### src/rtl/ssm_pkg.sv
// rtl/ssm_pkg.sv - shared types, widths and latency constants for the SSM tile scheduler
package ssm_pkg;

  typedef enum logic [1:0] {IDLE, RUN, DRAIN, DONE} sched_state_e;

  // Fixed core pipeline depth from tile accept to y_final_valid_o
  localparam int LAT_CORE = 20;

  function automatic int cnt_w(input int n);
    return $clog2(n) + 1;
  endfunction

  // Frame tile count: num_tok * tiles_per_tok plus one bit of headroom
  function automatic int tot_w(input int tok_w, input int tiles);
    return tok_w + $clog2(tiles) + 1;
  endfunction

endpackage

### src/rtl/ssm_out_fifo.sv
// rtl/ssm_out_fifo.sv - first-word-fall-through result FIFO with registered occupancy count
module ssm_out_fifo
  import ssm_pkg::*;
#(
  parameter int W     = 16,
  parameter int DEPTH = 16
) (
  input  logic                      clk,
  input  logic                      rstn,
  input  logic                      push,
  input  logic [W-1:0]              din,
  input  logic                      pop,
  output logic [W-1:0]              dout,
  output logic [cnt_w(DEPTH)-1:0]   count,
  output logic                      full,
  output logic                      empty
);

  localparam int AW = $clog2(DEPTH);
  localparam int CW = cnt_w(DEPTH);

  logic [W-1:0]  mem [DEPTH];
  logic [AW-1:0] wr_ptr;
  logic [AW-1:0] rd_ptr;
  logic          do_push;
  logic          do_pop;

  assign full    = (count == CW'(DEPTH));
  assign empty   = (count == '0);
  assign do_push = push && !full;
  assign do_pop  = pop && !empty;
  assign dout    = mem[rd_ptr];

  always_ff @(posedge clk) begin
    if (do_push) mem[wr_ptr] <= din;
  end

  // Power-of-two depth lets the pointers wrap by plain overflow
  always_ff @(posedge clk or negedge rstn) begin
    if (!rstn) begin
      wr_ptr <= '0;
      rd_ptr <= '0;
      count  <= '0;
    end else begin
      if (do_push) wr_ptr <= wr_ptr + AW'(1);
      if (do_pop)  rd_ptr <= rd_ptr + AW'(1);
      case ({do_push, do_pop})
        2'b10:   count <= count + CW'(1);
        2'b01:   count <= count - CW'(1);
        default: ;
      endcase
    end
  end

endmodule

### src/rtl/ssm_tile_scheduler.sv
// rtl/ssm_tile_scheduler.sv - frame sequencer gating MM2S tiles so every in-flight tile owns an output slot
module ssm_tile_scheduler
  import ssm_pkg::*;
#(
  parameter int Y_W           = 16,
  parameter int TILES_PER_TOK = 64,
  parameter int OUT_DEPTH     = 16,
  parameter int TOK_W         = 16
) (
  input  logic             clk,
  input  logic             rstn,
  input  logic             start_i,
  input  logic [TOK_W-1:0] num_tok_i,
  output logic             busy_o,
  output logic             done_o,
  output logic             err_o,
  input  logic             s_tvalid_i,
  input  logic             s_tlast_i,
  output logic             s_tready_o,
  output logic             tile_valid_o,
  input  logic             tile_ready_i,
  input  logic             y_valid_i,
  input  logic [Y_W-1:0]   y_data_i,
  output logic             m_tvalid_o,
  output logic [Y_W-1:0]   m_tdata_o,
  output logic             m_tlast_o,
  input  logic             m_tready_i
);

  localparam int TW = tot_w(TOK_W, TILES_PER_TOK);
  localparam int CW = cnt_w(OUT_DEPTH);
  localparam logic [TW-1:0] ONE = TW'(1);

  sched_state_e  state;
  logic [TW-1:0] total;
  logic [TW-1:0] issued;
  logic [TW-1:0] emitted;
  logic [CW-1:0] inflight;
  logic [CW-1:0] fifo_cnt;
  logic [CW:0]   occ;
  logic          fifo_full;
  logic          fifo_empty;
  logic          busy;
  logic          done;
  logic          err;
  logic          go;
  logic          issue;
  logic          cap_ok;
  logic          pop;
  logic          last_issue;

  // Tiles in the core plus results waiting must never exceed the FIFO, since y has no backpressure
  assign occ        = {1'b0, inflight} + {1'b0, fifo_cnt};
  assign go         = (state == RUN) && (issued < total) && (occ < (CW+1)'(OUT_DEPTH));
  assign tile_valid_o = s_tvalid_i & go;
  assign s_tready_o   = tile_ready_i & go;
  assign issue      = s_tvalid_i & s_tready_o;
  assign cap_ok     = y_valid_i && (inflight != '0);
  assign pop        = m_tvalid_o & m_tready_i;
  assign last_issue = (issued == total - ONE);

  assign m_tvalid_o = !fifo_empty;
  assign m_tlast_o  = m_tvalid_o && (emitted == total - ONE);
  assign busy_o     = busy;
  assign done_o     = done;
  assign err_o      = err;

  ssm_out_fifo #(.W(Y_W), .DEPTH(OUT_DEPTH)) u_out_fifo (
    .clk   (clk),
    .rstn  (rstn),
    .push  (cap_ok && !fifo_full),
    .din   (y_data_i),
    .pop   (pop),
    .dout  (m_tdata_o),
    .count (fifo_cnt),
    .full  (fifo_full),
    .empty (fifo_empty)
  );

  always_ff @(posedge clk or negedge rstn) begin
    if (!rstn) begin
      state    <= IDLE;
      total    <= '0;
      issued   <= '0;
      emitted  <= '0;
      inflight <= '0;
      busy     <= 1'b0;
      done     <= 1'b0;
      err      <= 1'b0;
    end else begin
      done <= 1'b0;
      case ({issue, cap_ok})
        2'b10:   inflight <= inflight + CW'(1);
        2'b01:   inflight <= inflight - CW'(1);
        default: ;
      endcase
      if (issue) issued  <= issued + ONE;
      if (pop)   emitted <= emitted + ONE;

      case (state)
        IDLE: begin
          if (start_i) begin
            if (num_tok_i == '0) begin
              err <= 1'b1;
            end else begin
              state   <= RUN;
              busy    <= 1'b1;
              err     <= 1'b0;
              total   <= TW'(num_tok_i) * TW'(TILES_PER_TOK);
              issued  <= '0;
              emitted <= '0;
            end
          end
        end
        RUN: begin
          if (issued == total) state <= DRAIN;
        end
        DRAIN: begin
          // Look ahead at the final pop so done follows the last beat by one cycle
          if ((emitted == total) || (pop && (emitted == total - ONE))) begin
            state <= DONE;
            done  <= 1'b1;
          end
        end
        DONE: begin
          state <= IDLE;
          busy  <= 1'b0;
        end
        default: state <= IDLE;
      endcase

      // Frame length comes from num_tok only; tlast is merely cross-checked
      if (issue && (s_tlast_i != last_issue)) err <= 1'b1;
      if (y_valid_i && (inflight == '0)) err <= 1'b1;
    end
  end

endmodule

### config.mk
export PLATFORM = sky130hd
export DESIGN_NAME = ssm_tile_scheduler
export DESIGN_NICKNAME = d
export VERILOG_FILES = /design/src/rtl/ssm_pkg.sv /design/src/rtl/ssm_out_fifo.sv /design/src/rtl/ssm_tile_scheduler.sv
export SDC_FILE = /design/constraint.sdc
export NUM_CORES = 1
export LEC_CHECK = 0
export BUFFER_PORTS_ARGS = -buffer_cell sky130_fd_sc_hd__buf_4
export CAP_MARGIN = 20
export CORE_UTILIZATION = 60
export CTS_BUF_LIST = sky130_fd_sc_hd__clkbuf_4
export CTS_CLUSTER_DIAMETER = 200
export CTS_CLUSTER_SIZE = 25
export DETAILED_ROUTE_END_ITERATION = 10
export HOLD_SLACK_MARGIN = 0.1
export PLACE_DENSITY = 0.78
export SLEW_MARGIN = 10
export SYNTH_ARGS = -nofsm -noshare
export SYNTH_HDL_FRONTEND = slang
export SYNTH_SLANG_ARGS = --single-unit
### constraint.sdc
create_clock -name clk -period 5.6 [get_ports clk]
set_input_delay 0.56 -clock clk [delete_from_list [all_inputs] [get_ports clk]]
set_output_delay 0.56 -clock clk [all_outputs]
set_load 0.03 [all_outputs]
Yosys cells after proc, flatten, opt, wreduce, memory -nomap -nowiden
Memory sizes are Yosys's and may differ from the RTL's.
Index checks and enable logic that the tools add are counted.
- memories: 1
- bits in latches: 0
- memory bits (writable): 256
- output and inout bits: 23
- register bits after elaboration: 85
- bits of input ports: 40
- bits in read-only memories: 0
- bitwise gates (word level): 5
- divide/modulo/power cells: 0
- $mul: 0
- muxes and demuxes: 27
- $lt $le $gt $ge: 2
- add/subtract/negate cells: 10
- reduce and logical (&&, ||, !) cells: 27
- equal/unequal tests: 17
- shift-type cells: 0
- memories (memory ; words ; bits a word ; read ports ; clocked after memory_dff ; wr ports ; RTL line ; text):
    u_out_fifo.mem ; 16 ; 16 ; 1 ; 0 ; 1 ; ssm_out_fifo.sv:22 ; logic [W-1:0] mem [DEPTH];
- operator list (cell ; number):
    23-bit 2-to-1 mux ; 8
    23-bit by 1-bit adder with 23-bit output (second input constant) ; 2
    23-bit by 22-bit equality test with 1-bit output ; 2
    23-bit equality test ; 2
    23-bit by 22-bit less-than comparator with 1-bit output ; 1
    22-bit by 1-bit subtractor with 23-bit output (second input constant) ; 1
    5-bit case mux with 2 select lines ; 2
    16-bit logical NOT ; 1
    1-bit 2-to-1 mux ; 11
    5-bit by 1-bit adder with 5-bit output (second input constant) ; 2
    1-bit logical AND ; 10
    5-bit logical NOT ; 2
    5-bit by 1-bit subtractor with 5-bit output (second input constant) ; 2
    4-bit by 1-bit adder with 4-bit output (second input constant) ; 2
    2-bit equality test (second input constant) ; 4
    2-bit 2-to-1 mux ; 4
    2-bit case mux with 4 select lines ; 1
    5-bit by 5-bit adder with 6-bit output ; 1
    2-bit by 1-bit equality test with 1-bit output (second input constant) ; 3
    6-bit by 5-bit less-than comparator with 1-bit output (second input constant) ; 1
    2-bit != test (second input constant) ; 3
    3-bit AND reduction ; 2
    2-bit nonzero test ; 3
    3-bit nonzero test ; 2
    other kinds (12) ; 16

Longest topological paths before layout
Gate-level depths: netlist of the first run.
- word-level depth: 9
- mapped depth: 20

Cells and area by module
From an unflattened synthesis of the first run, not the netlist that was laid out.
- cell total of the unflattened synthesis: 1181
- area, all modules: 16235.6 um2
- modules (own cells, without submodules) (module ; cells an instance ; times used ; seq. area each (um2) ; area each (um2)):
    ssm_out_fifo ; 555 ; 1 ; 8012.7 ; 10895.4
    ssm_tile_scheduler ; 626 ; 1 ; 1801.7 ; 5340.1

Least setup slack after synthesis of the first run
Ideal clock, no wire load.
- path kind: register to register
- start point: reg total[15]
- end point: reg inflight[4]
- clock period less this slack: 3.859 ns
- library setup time: 0.125 ns
- setup slack: 1.741 ns
- cell stages (with the launch flop): 21
- data arrival time: 3.734 ns
- cells stage by stage: dfrtp_1 > clkbuf_1 > inv_1 > ha_1 > nand4_1 > nor3_1 > o31ai_1 > nand4b_1 > nand4bb_1 > clkbuf_1 > clkbuf_1 > ha_1 > clkbuf_1 > xor2_1 > ha_1 > o21ai_0 > a21oi_1 > a21oi_1 > xor2_1 > nor2_1 > xor2_1
- word-level cells in the longest chain between the ends: 7
- elaborated cells between the ends (all ways): 9
- those cells by class: 1 x order compare; 2 x eq/ne; 1 x mux; 2 x bitwise; 3 x reduce/logical
- ends and longest elaborated chain (element ; RTL line ; text):
    start, declared ; ssm_tile_scheduler.sv:35 ; logic [TW-1:0] total;
    start signal, assigned ; ssm_tile_scheduler.sv:109 ; total <= TW'(num_tok_i) * TW'(TILES_PER_TOK);
    23-bit by 22-bit less-than comparator with 1-bit output * ; ssm_tile_scheduler.sv:54 ; assign go = (state == RUN) && (issued < total) && (occ < (CW+1)'(OUT_DEPTH));
    1-bit logical AND * (2 in a row) ; ssm_tile_scheduler.sv:54 ;
    1-bit AND * ; ssm_tile_scheduler.sv:56 ; assign s_tready_o = tile_ready_i & go;
    1-bit AND * ; ssm_tile_scheduler.sv:57 ; assign issue = s_tvalid_i & s_tready_o;
    2-bit by 1-bit equality test with 1-bit output or 2-bit equality test (tied branches) ; ssm_tile_scheduler.sv:92 ; case ({issue, cap_ok})
    5-bit case mux with 2 select lines or 2-bit nonzero test (tied branches) ; -- ;
    end signal, assigned ; ssm_tile_scheduler.sv:93 ; 2'b10: inflight <= inflight + CW'(1);
    end signal, assigned ; ssm_tile_scheduler.sv:94 ; 2'b01: inflight <= inflight - CW'(1);
    end, declared ; ssm_tile_scheduler.sv:38 ; logic [CW-1:0] inflight;
Every way passes the cells marked *; elsewhere a longest branch is shown, timed or not.
A chain may end at the register's enable or synchronous reset.

Worst setup path after layout of the first run
- start point: reg total[7]
- end point: out m_tlast_o
- word-level cells in the longest chain between the ends: 3
- ends and longest elaborated chain (element ; RTL line ; text):
    22-bit by 1-bit subtractor with 23-bit output ; ssm_tile_scheduler.sv:63 ; assign m_tlast_o = m_tvalid_o && (emitted == total - ONE);
    23-bit equality test ; ssm_tile_scheduler.sv:63 ;
    1-bit logical AND ; ssm_tile_scheduler.sv:63 ;
    end, declared ; ssm_tile_scheduler.sv:26 ; output logic m_tlast_o,
Every way passes these cells.

==> results of run 1 <==
==> power breakdown <==
part,internal (uW),switching [uW]
clock network,231,697
registers,3080,457
logic,1390,1530
==> stage by stage <==
stage                     util [%]  cells  hold slack [ns]  area [sq um]
after CTS                     66.8   1473            0.115         17000
after global placement        64.8   1415            0.484         16500
final                         67.0   1477            0.145         17000
after detailed placement      64.8   1415            0.496         16500
after global routing          67.0   1477            0.110         17000
after floorplan                  -   1064            0.264         15700
==> final timing paths <==
path	from	endpoint	slack, ns	cells after the start
worst max-delay path	total[7]	m_tlast_o	1.17	9
worst min-delay path	y_data_i[15]	u_out_fifo.mem[7][15]	0.14	1
worst max register to register	u_out_fifo.count[4]	inflight[4]	1.72	15
worst min register to register	inflight[4]	inflight[4]	0.52	1
max in group asynchronous	rstn	u_out_fifo.rd_ptr[1]	4.21	3
min in group asynchronous	rstn	total[14]	0.32	2
==> final cells by class <==
class	count	area, sq um	area share, %
flip-flops and latches	341	9820	57.7
repair buffers	108	908	5.34
clock inverters	2	15.0	0.0882
diodes	1	2.50	0.0147
inverters	47	176	1.04
multi-input cells	620	5470	32.2
clock buffers	28	210	1.24
well taps	330	413	2.43
==> worst max-delay path: stages, from the launching register on <==
cell and delay [ns]:
dfrtp_1 0.48, inv_1 0.14, ha_1 0.34, or3b_2 0.52, a221oi_1 0.27, a21oi_1 0.08
a2111oi_0 0.37, o211ai_1 0.18, nor4b_1 0.54, buf_4 0.27
==> sequential cells by signal (all words and copies together), names as in the netlist <==
| name | flops |
|---|---|
| total | 16 |
| busy_o | 1 |
| state | 2 |
| u_out_fifo.mem | 256 |
| u_out_fifo.wr_ptr | 4 |
| u_out_fifo.rd_ptr | 4 |
| done_o | 1 |
| u_out_fifo.count | 5 |
| emitted | 23 |
| err_o | 1 |
| inflight | 5 |
| issued | 23 |
==> kinds of logic (layout without fill, tap and decap cells) <==
group / after synthesis / after routing / synth area share [%]
flip-flops: 341 / 341 / 62.6
other: 0 / 1 / 0
AND/OR/NAND/NOR: 284 / 284 / 9.44
XOR/XNOR: 105 / 105 / 5.87
AO/OA/AOI/OAI: 102 / 102 / 4.08
adder cells (fa/ha/maj): 44 / 44 / 3.56
multiplexers: 85 / 85 / 11.8
buffers and inverters: 103 / 185 / 2.59
==> layout by cell type (no fill, tap or decap), drive strengths merged, types with 7 or more instances in the layout <==
cell,Yosys,routed
nor2,66,66
nand3,23,23
edfxtp,256,256
and3,9,9
xor2,46,46
nand2,64,64
xnor2,59,59
or3,9,9
a21oi,24,24
dfrtp,85,85
clkbuf,39,28
ha,43,43
nor3,29,29
inv,46,48
nor4,26,26
mux4,80,80
buf,17,80
nor2b,7,7
nand4,16,16
a21o,7,7
and2,13,13
dlygate4sd3,0,28
o21ai,38,38
==> metal layers <==
layer | global-route usage, % | up-vias
met4 | 6.02 | 0
met3 | 2.34 | 49
met1 | 36.2 | 4668
li1 | - | 4140
met2 | 41.9 | 276
met5 | 0 | -
==> what timing repair did <==
action / in CTS / in global routing
setup endpoints to repair: 0 / 0
hold endpoints to repair: 167 / 0
hold buffers: 28 / 0
==> metrics.yaml, run 1 <==
yosys:
  synth.largest_area_cell: "edfxtp_1"
  yosysWarningCount: 0
  post-synth-top-count-cell: "edfxtp_1"
  synth_area_per_cell_sq_um: 14.7
  netlist_top_cells_area: "edfxtp_1 (49%), dfrtp_1 (14%), mux4_2 (11%), ha_1 (3.4%), xnor2_1 (3.3%)"
  yosys.area.top_type_share_pct: 49.0
  ys_seq_elements: 341
  synth_edf_count: 256
  ys_types: 70
  post_synth_instance_area_sq_um: 15700
  async_reset_ff_share_pct: 24.9
  synth_ff_type: "edfxtp_1"
  synthesis.instances: 1064
  syn_nets: 1148
  synth_common_cells: "edfxtp_1 (256), dfrtp_1 (85), mux4_2 (80)"
  ys_seq_area_share_pct: 62.6
route:
  routedWlPerCell_microns: 21.9
  route.detailed.drc: 0
  route.met3.wl_mm: 1.54
  viasPerCell: 6.18
  postRouteWirelength_mm: 32.3
  initialDrtViolationCount: 980
  detail-route-antenna-nets: 0
  drt_pre_antenna_iters: 5
  met2_wirelength_mm: 16.3
  vias: 9133
  topRoutingLayerUsed: "met4"
  met1_length_mm: 13.8
timing:
  max_freq_ghz: 0.226
  rsz_0062_raised_after_global_routing: "no"
  post-route-worst-setup-slack_ns: 1.17
  post-route-period-util_pct: 79.1
  period_minus_slack_ns: 4.43
  totalNegativeSetupSlack_ns: 0
  timing.max_slew.rel_slack_pct: 22.1
  setup_viol_count_final: 0
  skew_ns: 0.0367
  hold_viol_final: 0
  maxSlewViolCount: 0
  worstMarginPinSlew_ns: 1.17
clocking:
  cts.repair.resized: 0
  cts_htree_levels: 1
  clock_tree.root_cell: "clkbuf_4"
  cts_tree: "done"
  worst_skew_pair.late_latency_ns: 0.70
  cts.reportedPaths.clkPinSlew_ns: 0.26
  number_of_buffers_created_by_cts: 17
  clock_sink_count: 341
  cts_setup_buffers: 0
  cts-root-to-sink-buffers: 3
power_and_ir_drop:
  design_power_total_uw: 7380
  powerDensity_nw_per_um2: 434
  static_leak_uw: 0.00609
  irDropWorstVdd_mv: 0.326
place:
  post-dp-hpwl_mm: 21.0
  final_replace_weighted_congestion: 0.908
  preCtsSetupSlack_ns: 1.73
  io_buffers: 62
status:
  run_status: "finished, final reports clean"
grt:
  via_count_of_the_first_global_routing_pass: 8954
  antenna_found_initial: 1
  grt_max_degree: 51
  grt_first_pass_wirelength_mm: 50.4
  grt.overflow.total: 0
  all_layer_global_routing_usage_pct: 25.2
critical_path:
  crit_required_ns: 5.04
  critical_path.startpoint_type: "register"
  worstSetupPathType: "reg2out"
  critPathMaxFanout: 8
  worstSetupEndpointType: "output port"
  timing.critical_path.arrival_ns: 3.87
floorplan:
  rows: 58
  start_util_pct: 61.7
  chipWidth_microns: 164
  design.core.area_sq_um: 25400
  die_h_microns: 164
  io-pin-count: 63
  die_area_sq_um: 26800
layout:
  layout-area-overhead-vs-synth_pct: 8.57
  drive_gt1_share_pct: 18.5
  nNetsFinal: 1219
  filler_cell_count: 1733
hold_path:
  worstHoldPathType: "in2reg"
job:
  max_cap_viol_count: 0
Note: power is estimated with default switching activity, not from simulation.
==> run 2: changes to the inputs <==
--- a/config.mk
+++ b/config.mk
@@ -7,13 +7,13 @@
 export LEC_CHECK = 0
 export BUFFER_PORTS_ARGS = -buffer_cell sky130_fd_sc_hd__buf_4
 export CAP_MARGIN = 20
-export CORE_UTILIZATION = 60
+export CORE_UTILIZATION = 58
 export CTS_BUF_LIST = sky130_fd_sc_hd__clkbuf_4
 export CTS_CLUSTER_DIAMETER = 200
 export CTS_CLUSTER_SIZE = 25
 export DETAILED_ROUTE_END_ITERATION = 10
 export HOLD_SLACK_MARGIN = 0.1
-export PLACE_DENSITY = 0.78
+export PLACE_DENSITY = 0.79
 export SLEW_MARGIN = 10
 export SYNTH_ARGS = -nofsm -noshare
 export SYNTH_HDL_FRONTEND = slang
==> constraint.sdc (replaced) <==
create_clock -name clk -period 3.8 [get_ports clk]
set_input_delay 0.38 -clock clk [delete_from_list [all_inputs] [get_ports clk]]
set_output_delay 0.38 -clock clk [all_outputs]
set_load 0.03 [all_outputs]
==> run 2 against run 1 <==
Compared with the run above: the run now ends with DRC left; global-route usage about the same; total power grew 53%; first-iteration DRC count fell by 10%; critical path type unchanged; highest routed layer unchanged.
==> metrics.yaml, run 2 (synthesized netlist as in run 1, its figures left out) <==
route:
  detail-route-antenna-nets: 0
  routedWlPerCell_microns: 22.3
  route.detailed.drc: 4
  drt_pre_antenna_iters: 9
  initialDrtViolationCount: 880
  viasPerCell: 6.16
  vias: 9417
  postRouteWirelength_mm: 34.1
critical_path:
  worstSetupEndpointType: "output port"
  crit_required_ns: 3.42
  critPathMaxFanout: 6
  critical_path.startpoint_type: "register"
  worstSetupPathType: "reg2out"
  reg2reg_slack_ns: 0.29
  timing.critical_path.arrival_ns: 3.31
clocking:
  cts_htree_levels: 1
  cts.reportedPaths.clkPinSlew_ns: 0.26
  clock_tree.root_cell: "clkbuf_4"
  cts_tree: "done"
  worst_skew_pair.late_latency_ns: 0.71
  cts-root-to-sink-buffers: 3
  clock_sink_count: 341
  number_of_buffers_created_by_cts: 17
timing:
  period_minus_slack_ns: 3.69
  finalHoldWorstSlack_ns: 0.210
  post-route-period-util_pct: 97.1
  skew_ns: 0.0338
  max_freq_ghz: 0.271
  rsz_0062_raised_after_global_routing: "yes"
  timing.max_slew.rel_slack_pct: 25.1
  worstMarginPinSlew_ns: 1.12
  maxSlewViolCount: 0
  post-route-worst-setup-slack_ns: 0.111
  hold_viol_final: 0
  setup_viol_count_final: 0
  totalNegativeSetupSlack_ns: 0
grt:
  via_count_of_the_first_global_routing_pass: 9298
  all_layer_global_routing_usage_pct: 25.2
  antenna_found_initial: 2
  grt_max_degree: 57
  grt_first_pass_wirelength_mm: 53.1
  grt.overflow.total: 0
power_and_ir_drop:
  power.share.clock_pct: 12.1
  power_switching_uw: 4130
  static_leak_uw: 0.00632
  switching_fraction_pct: 36.6
  pwr-share-seq_pct: 45.2
  powerDensity_nw_per_um2: 643
  cell_internal_power_dissipation_uw: 7140
  combinationalPowerShare_pct: 42.6
  irDropWorstVdd_mv: 0.400
layout:
  most_common_cell_after_layout_fill_and_taps_aside: "edfxtp_1"
  postLayoutCellArea_sq_um: 17500
  largest_reg_flops: 256
  top_register_by_number_of_flip_flops: "u_out_fifo.mem"
  registers_with_the_highest_flip_flop_counts: "u_out_fifo.mem (256), emitted (23), issued (23)"
  filler_cell_count: 1811
  drive_gt1_share_pct: 21.6
  layout.cells.most_common_list: "edfxtp_1 (256), buf_4 (104), mux4_2 (80)"
  layout-area-overhead-vs-synth_pct: 11.8
  final_core_utilization_pct: 66.7
  nNetsFinal: 1261
job:
  max_cap_viol_count: 0
floorplan:
  die_area_sq_um: 27700
  io-pin-count: 63
  chipWidth_microns: 166
  die_h_microns: 166
  rows: 59
  start_util_pct: 59.6
  design.core.area_sq_um: 26300
place:
  preCtsSetupSlack_ns: 0.159
  dpl-instance-area_sq_um: 16600
  post-dp-hpwl_mm: 22.2
  final_replace_weighted_congestion: 0.910
  io_buffers: 62
hold_path:
  worstHoldPathType: "in2async"
status:
  violations: "DRC"
  run_status: "complete, but fails checks"
## run 2: cell types whose count changed in the layout (fill, tap and decap cells not counted), sizes merged
cell / delta
buf: +31
dlygate4sd3: +11
diode: +4
## run 2: area by class of cell
cell class	count	area, sq um	share of cell area [%]
antenna	5	12.5	0.0714
clock buffer	28	210	1.20
clock inverter	2	15.0	0.0857
inverter	47	176	1.01
multi-input combinational	620	5540	31.6
sequential	341	9820	56.1
tap	335	419	2.39
timing repair buffer	150	1320	7.51
## run 2: per-stage QoR
step	power [uW]	cells
final	11300	1528
after floorplan	8340	1064
after detailed placement	9730	1438
after global routing	11800	1527
after global placement	9600	1437
after CTS	11200	1511
## run 2: per-layer routing
layer / part of all wire [%] / up-vias / track usage, %
met1: 41 / 4727 / 35.4
met5: 0 / - / 0
met4: 3.0 / 0 / 7.97
met2: 49 / 363 / 41.6
met3: 6.6 / 79 / 2.91
li1: - / 4248 / -
## run 2: what timing repair did
| action | CTS | global route |
|---|---|---|
| buffers inserted | 4 | 8 |
| endpoints found under the setup margin | 1 | 3 |
| hold buffers | 39 | 0 |
| pin swaps | 3 | 7 |
| resized for setup | 10 | 12 |
| hold endpoints to repair | 331 | 0 |
## run 2: worst paths after layout
check                                 start          end  cells past startpoint
worst max-delay path              total[12]    m_tlast_o                      7
worst min-delay path                   rstn    issued[8]                      2
worst max register to register  inflight[4]  inflight[4]                     14
worst min register to register  inflight[4]  inflight[4]                      1
max in group asynchronous              rstn  emitted[21]                      3
min in group clk                 s_tvalid_i    issued[0]                      5
## run 2: critical path, cell delays in order, from the launching register on
cell and delay [ns]:
dfrtp_2 0.52, or4_4 0.63, or3_1 0.43, nor2_2 0.17, xnor2_1 0.16, o211ai_1 0.15
nor4b_2 0.32, buf_4 0.22
## run 2: power groups by stage
stage | Clock [uW] | Combinational [uW] | Sequential (uW)
after floorplan | 0 | 3490 | 4850
after global placement | 0 | 4450 | 5140
after detailed placement | 0 | 4550 | 5180
after CTS | 1390 | 4680 | 5090
after global routing | 1520 | 5170 | 5160
final | 1370 | 4800 | 5100
==> run 3: changes to the inputs <==
--- a/config.mk
+++ b/config.mk
@@ -7,13 +7,13 @@
 export LEC_CHECK = 0
 export BUFFER_PORTS_ARGS = -buffer_cell sky130_fd_sc_hd__buf_4
 export CAP_MARGIN = 20
-export CORE_UTILIZATION = 58
+export CORE_UTILIZATION = 60
 export CTS_BUF_LIST = sky130_fd_sc_hd__clkbuf_4
 export CTS_CLUSTER_DIAMETER = 200
 export CTS_CLUSTER_SIZE = 25
 export DETAILED_ROUTE_END_ITERATION = 10
 export HOLD_SLACK_MARGIN = 0.1
-export PLACE_DENSITY = 0.79
+export PLACE_DENSITY = 0.78
 export SLEW_MARGIN = 10
 export SYNTH_ARGS = -nofsm -noshare
 export SYNTH_HDL_FRONTEND = slang
==> constraint.sdc (replaced) <==
create_clock -name clk -period 3.6 [get_ports clk]
set_input_delay 0.36 -clock clk [delete_from_list [all_inputs] [get_ports clk]]
set_output_delay 0.36 -clock clk [all_outputs]
set_load 0.03 [all_outputs]
==> run 3 against run 2 <==
Compared with the run above: the flow finishes with violations (setup timing); core utilization increased by 3.0 points; flip-flop and latch count unchanged; sequential power increased by 4%; first-iteration DRC count increased by 5.2%; critical path depth increased by 3; via count decreased by 1.2%; final area increased by 0.97%; non-clock buffer count increased by 18; die area decreased by 3.3%; cell count increased by 0.65%; hold slack improved by 0.024 ns; routed wire length decreased by 2.1%.
==> metrics.yaml, run 3 (synthesized netlist as in run 1, its figures left out) <==
timing:
  rsz_0062_raised_after_global_routing: "yes"
  setup_viol_count_final: 1
  timing.max_slew.rel_slack_pct: 24.7
  max_freq_ghz: 0.275
  hold_viol_final: 0
  period_minus_slack_ns: 3.64
  worstMarginPinSlew_ns: 1.13
  post-route-period-util_pct: 101
  skew_ns: 0.0498
  maxSlewViolCount: 0
  post-route-worst-setup-slack_ns: -0.0401
  finalHoldWorstSlack_ns: 0.235
place:
  final_replace_weighted_congestion: 0.896
  dpl-instance-area_sq_um: 16800
  preCtsSetupSlack_ns: -0.0405
  post-dp-hpwl_mm: 21.8
  io_buffers: 62
route:
  postRouteWirelength_mm: 33.4
  vias: 9304
  drt_pre_antenna_iters: 5
  viasPerCell: 6.05
  detail-route-antenna-nets: 0
  routedWlPerCell_microns: 21.7
  route.detailed.drc: 0
  initialDrtViolationCount: 926
clocking:
  cts.reportedPaths.clkPinSlew_ns: 0.27
  cts_tree: "done"
  number_of_buffers_created_by_cts: 17
  cts_htree_levels: 1
  clock_sink_count: 341
  cts-root-to-sink-buffers: 3
  clock_tree.root_cell: "clkbuf_4"
  worst_skew_pair.late_latency_ns: 0.73
grt:
  antenna_found_initial: 2
  all_layer_global_routing_usage_pct: 25.9
  grt.overflow.total: 0
  via_count_of_the_first_global_routing_pass: 9289
  grt_max_degree: 66
  grt_first_pass_wirelength_mm: 51.8
floorplan:
  start_util_pct: 61.7
  chipWidth_microns: 164
  io-pin-count: 63
  die_h_microns: 164
  design.core.area_sq_um: 25400
  die_area_sq_um: 26800
  rows: 58
critical_path:
  max_stage_delay_ns: 0.49
  critical_path.startpoint_type: "register"
  worstSetupPathType: "reg2out"
  critPathMaxFanout: 8
  crit_required_ns: 3.24
  crit_top_cell: "buf_4"
  worstSetupEndpointType: "output port"
  timing.critical_path.arrival_ns: 3.28
  critPathSlowestCell: "or4b_4"
  crit_chain: "inv_1 -> ha_4 -> or4b_4 -> nor3_4 -> buf_4 -> and4_1 -> o2111ai_2 -> nor4b_2 -> buf_4 -> buf_6"
hold_path:
  worstHoldPathType: "in2async"
layout:
  drive_gt1_share_pct: 23.3
  postLayoutCellArea_sq_um: 17700
  top_register_by_number_of_flip_flops: "u_out_fifo.mem"
  layout-area-overhead-vs-synth_pct: 12.9
  nNetsFinal: 1279
  largest_reg_flops: 256
  most_common_cell_after_layout_fill_and_taps_aside: "edfxtp_1"
  registers_with_the_highest_flip_flop_counts: "u_out_fifo.mem (256), emitted (23), issued (23)"
  layout.cells.most_common_list: "edfxtp_1 (256), buf_4 (122), mux4_2 (80), dfrtp_1 (80), nand2_1 (64)"
  final_core_utilization_pct: 69.6
job:
  max_cap_viol_count: 0
status:
  run_status: "complete, but fails checks"
  violations: "setup timing"
power_and_ir_drop:
  irDropWorstVdd_mv: 0.512
  powerDensity_nw_per_um2: 678
  static_leak_uw: 0.00641
[run 3: per-stage QoR]
stage / std cells / setup TNS, ns / total power (uW)
after CTS: 1525 / -0.0976 / 11900
after global placement: 1450 / 0 / 10200
final: 1538 / -0.0401 / 12000
after detailed placement: 1451 / -0.0405 / 10400
after floorplan: 1064 / 0 / 8820
after global routing: 1538 / -0.213 / 12700
[run 3: worst paths after layout]
kind                        startpoint                    to  slack, ns  cells after the start
min reg2reg                     busy_o                busy_o       0.58                      2
max                           total[6]             m_tlast_o      -0.04                     10
min in group clk            s_tvalid_i                 err_o       0.31                      4
max reg2reg                inflight[4]           inflight[4]       0.21                     14
max in group asynchronous         rstn  u_out_fifo.wr_ptr[3]       2.53                      3
min                               rstn             issued[5]       0.23                      2
[run 3: power breakdown]
part,leakage (uW),switching [uW],internal [uW]
Combinational,0.00286,2740,2480
Sequential,0.00341,512,4790
Clock,0.000139,1100,358
Total,0.00641,4350,7630
[run 3: area by class of cell]
| class | count | area, sq um |
|---|---|---|
| flip-flops and latches | 341 | 9820 |
| fillers | 1647 | 7710 |
| multi-input cells | 620 | 5610 |
| repair buffers | 168 | 1430 |
| well taps | 330 | 413 |
| clock buffers | 28 | 210 |
| inverters | 47 | 176 |
| clock inverters | 2 | 15.0 |
| diodes | 2 | 5.00 |
[run 3: critical path, delay by kind of cell, from the launching register on]
kind                       cells  cell delay (ns)
DFF                            1             0.45
buffers and inverters          4             0.55
and+or+nand+nor                4             1.22
AOI/OAI and AO/OA              1             0.16
adders and majority gates      1             0.18
[run 3: what timing repair did]
item,in CTS,in global routing
hold buffers,39,0
buffers inserted,5,10
endpoints found under the setup margin,3,5
endpoints found under the hold margin,343,0
gates resized for setup,20,10
pin swaps,9,11
[run 3: metal layers]
| layer | track usage (%) | share of wire, % |
|---|---|---|
| met5 | 0 | 0 |
| met2 | 44.6 | 51 |
| met3 | 2.26 | 5.4 |
| met4 | 5.81 | 1.9 |
| met1 | 36.0 | 41 |
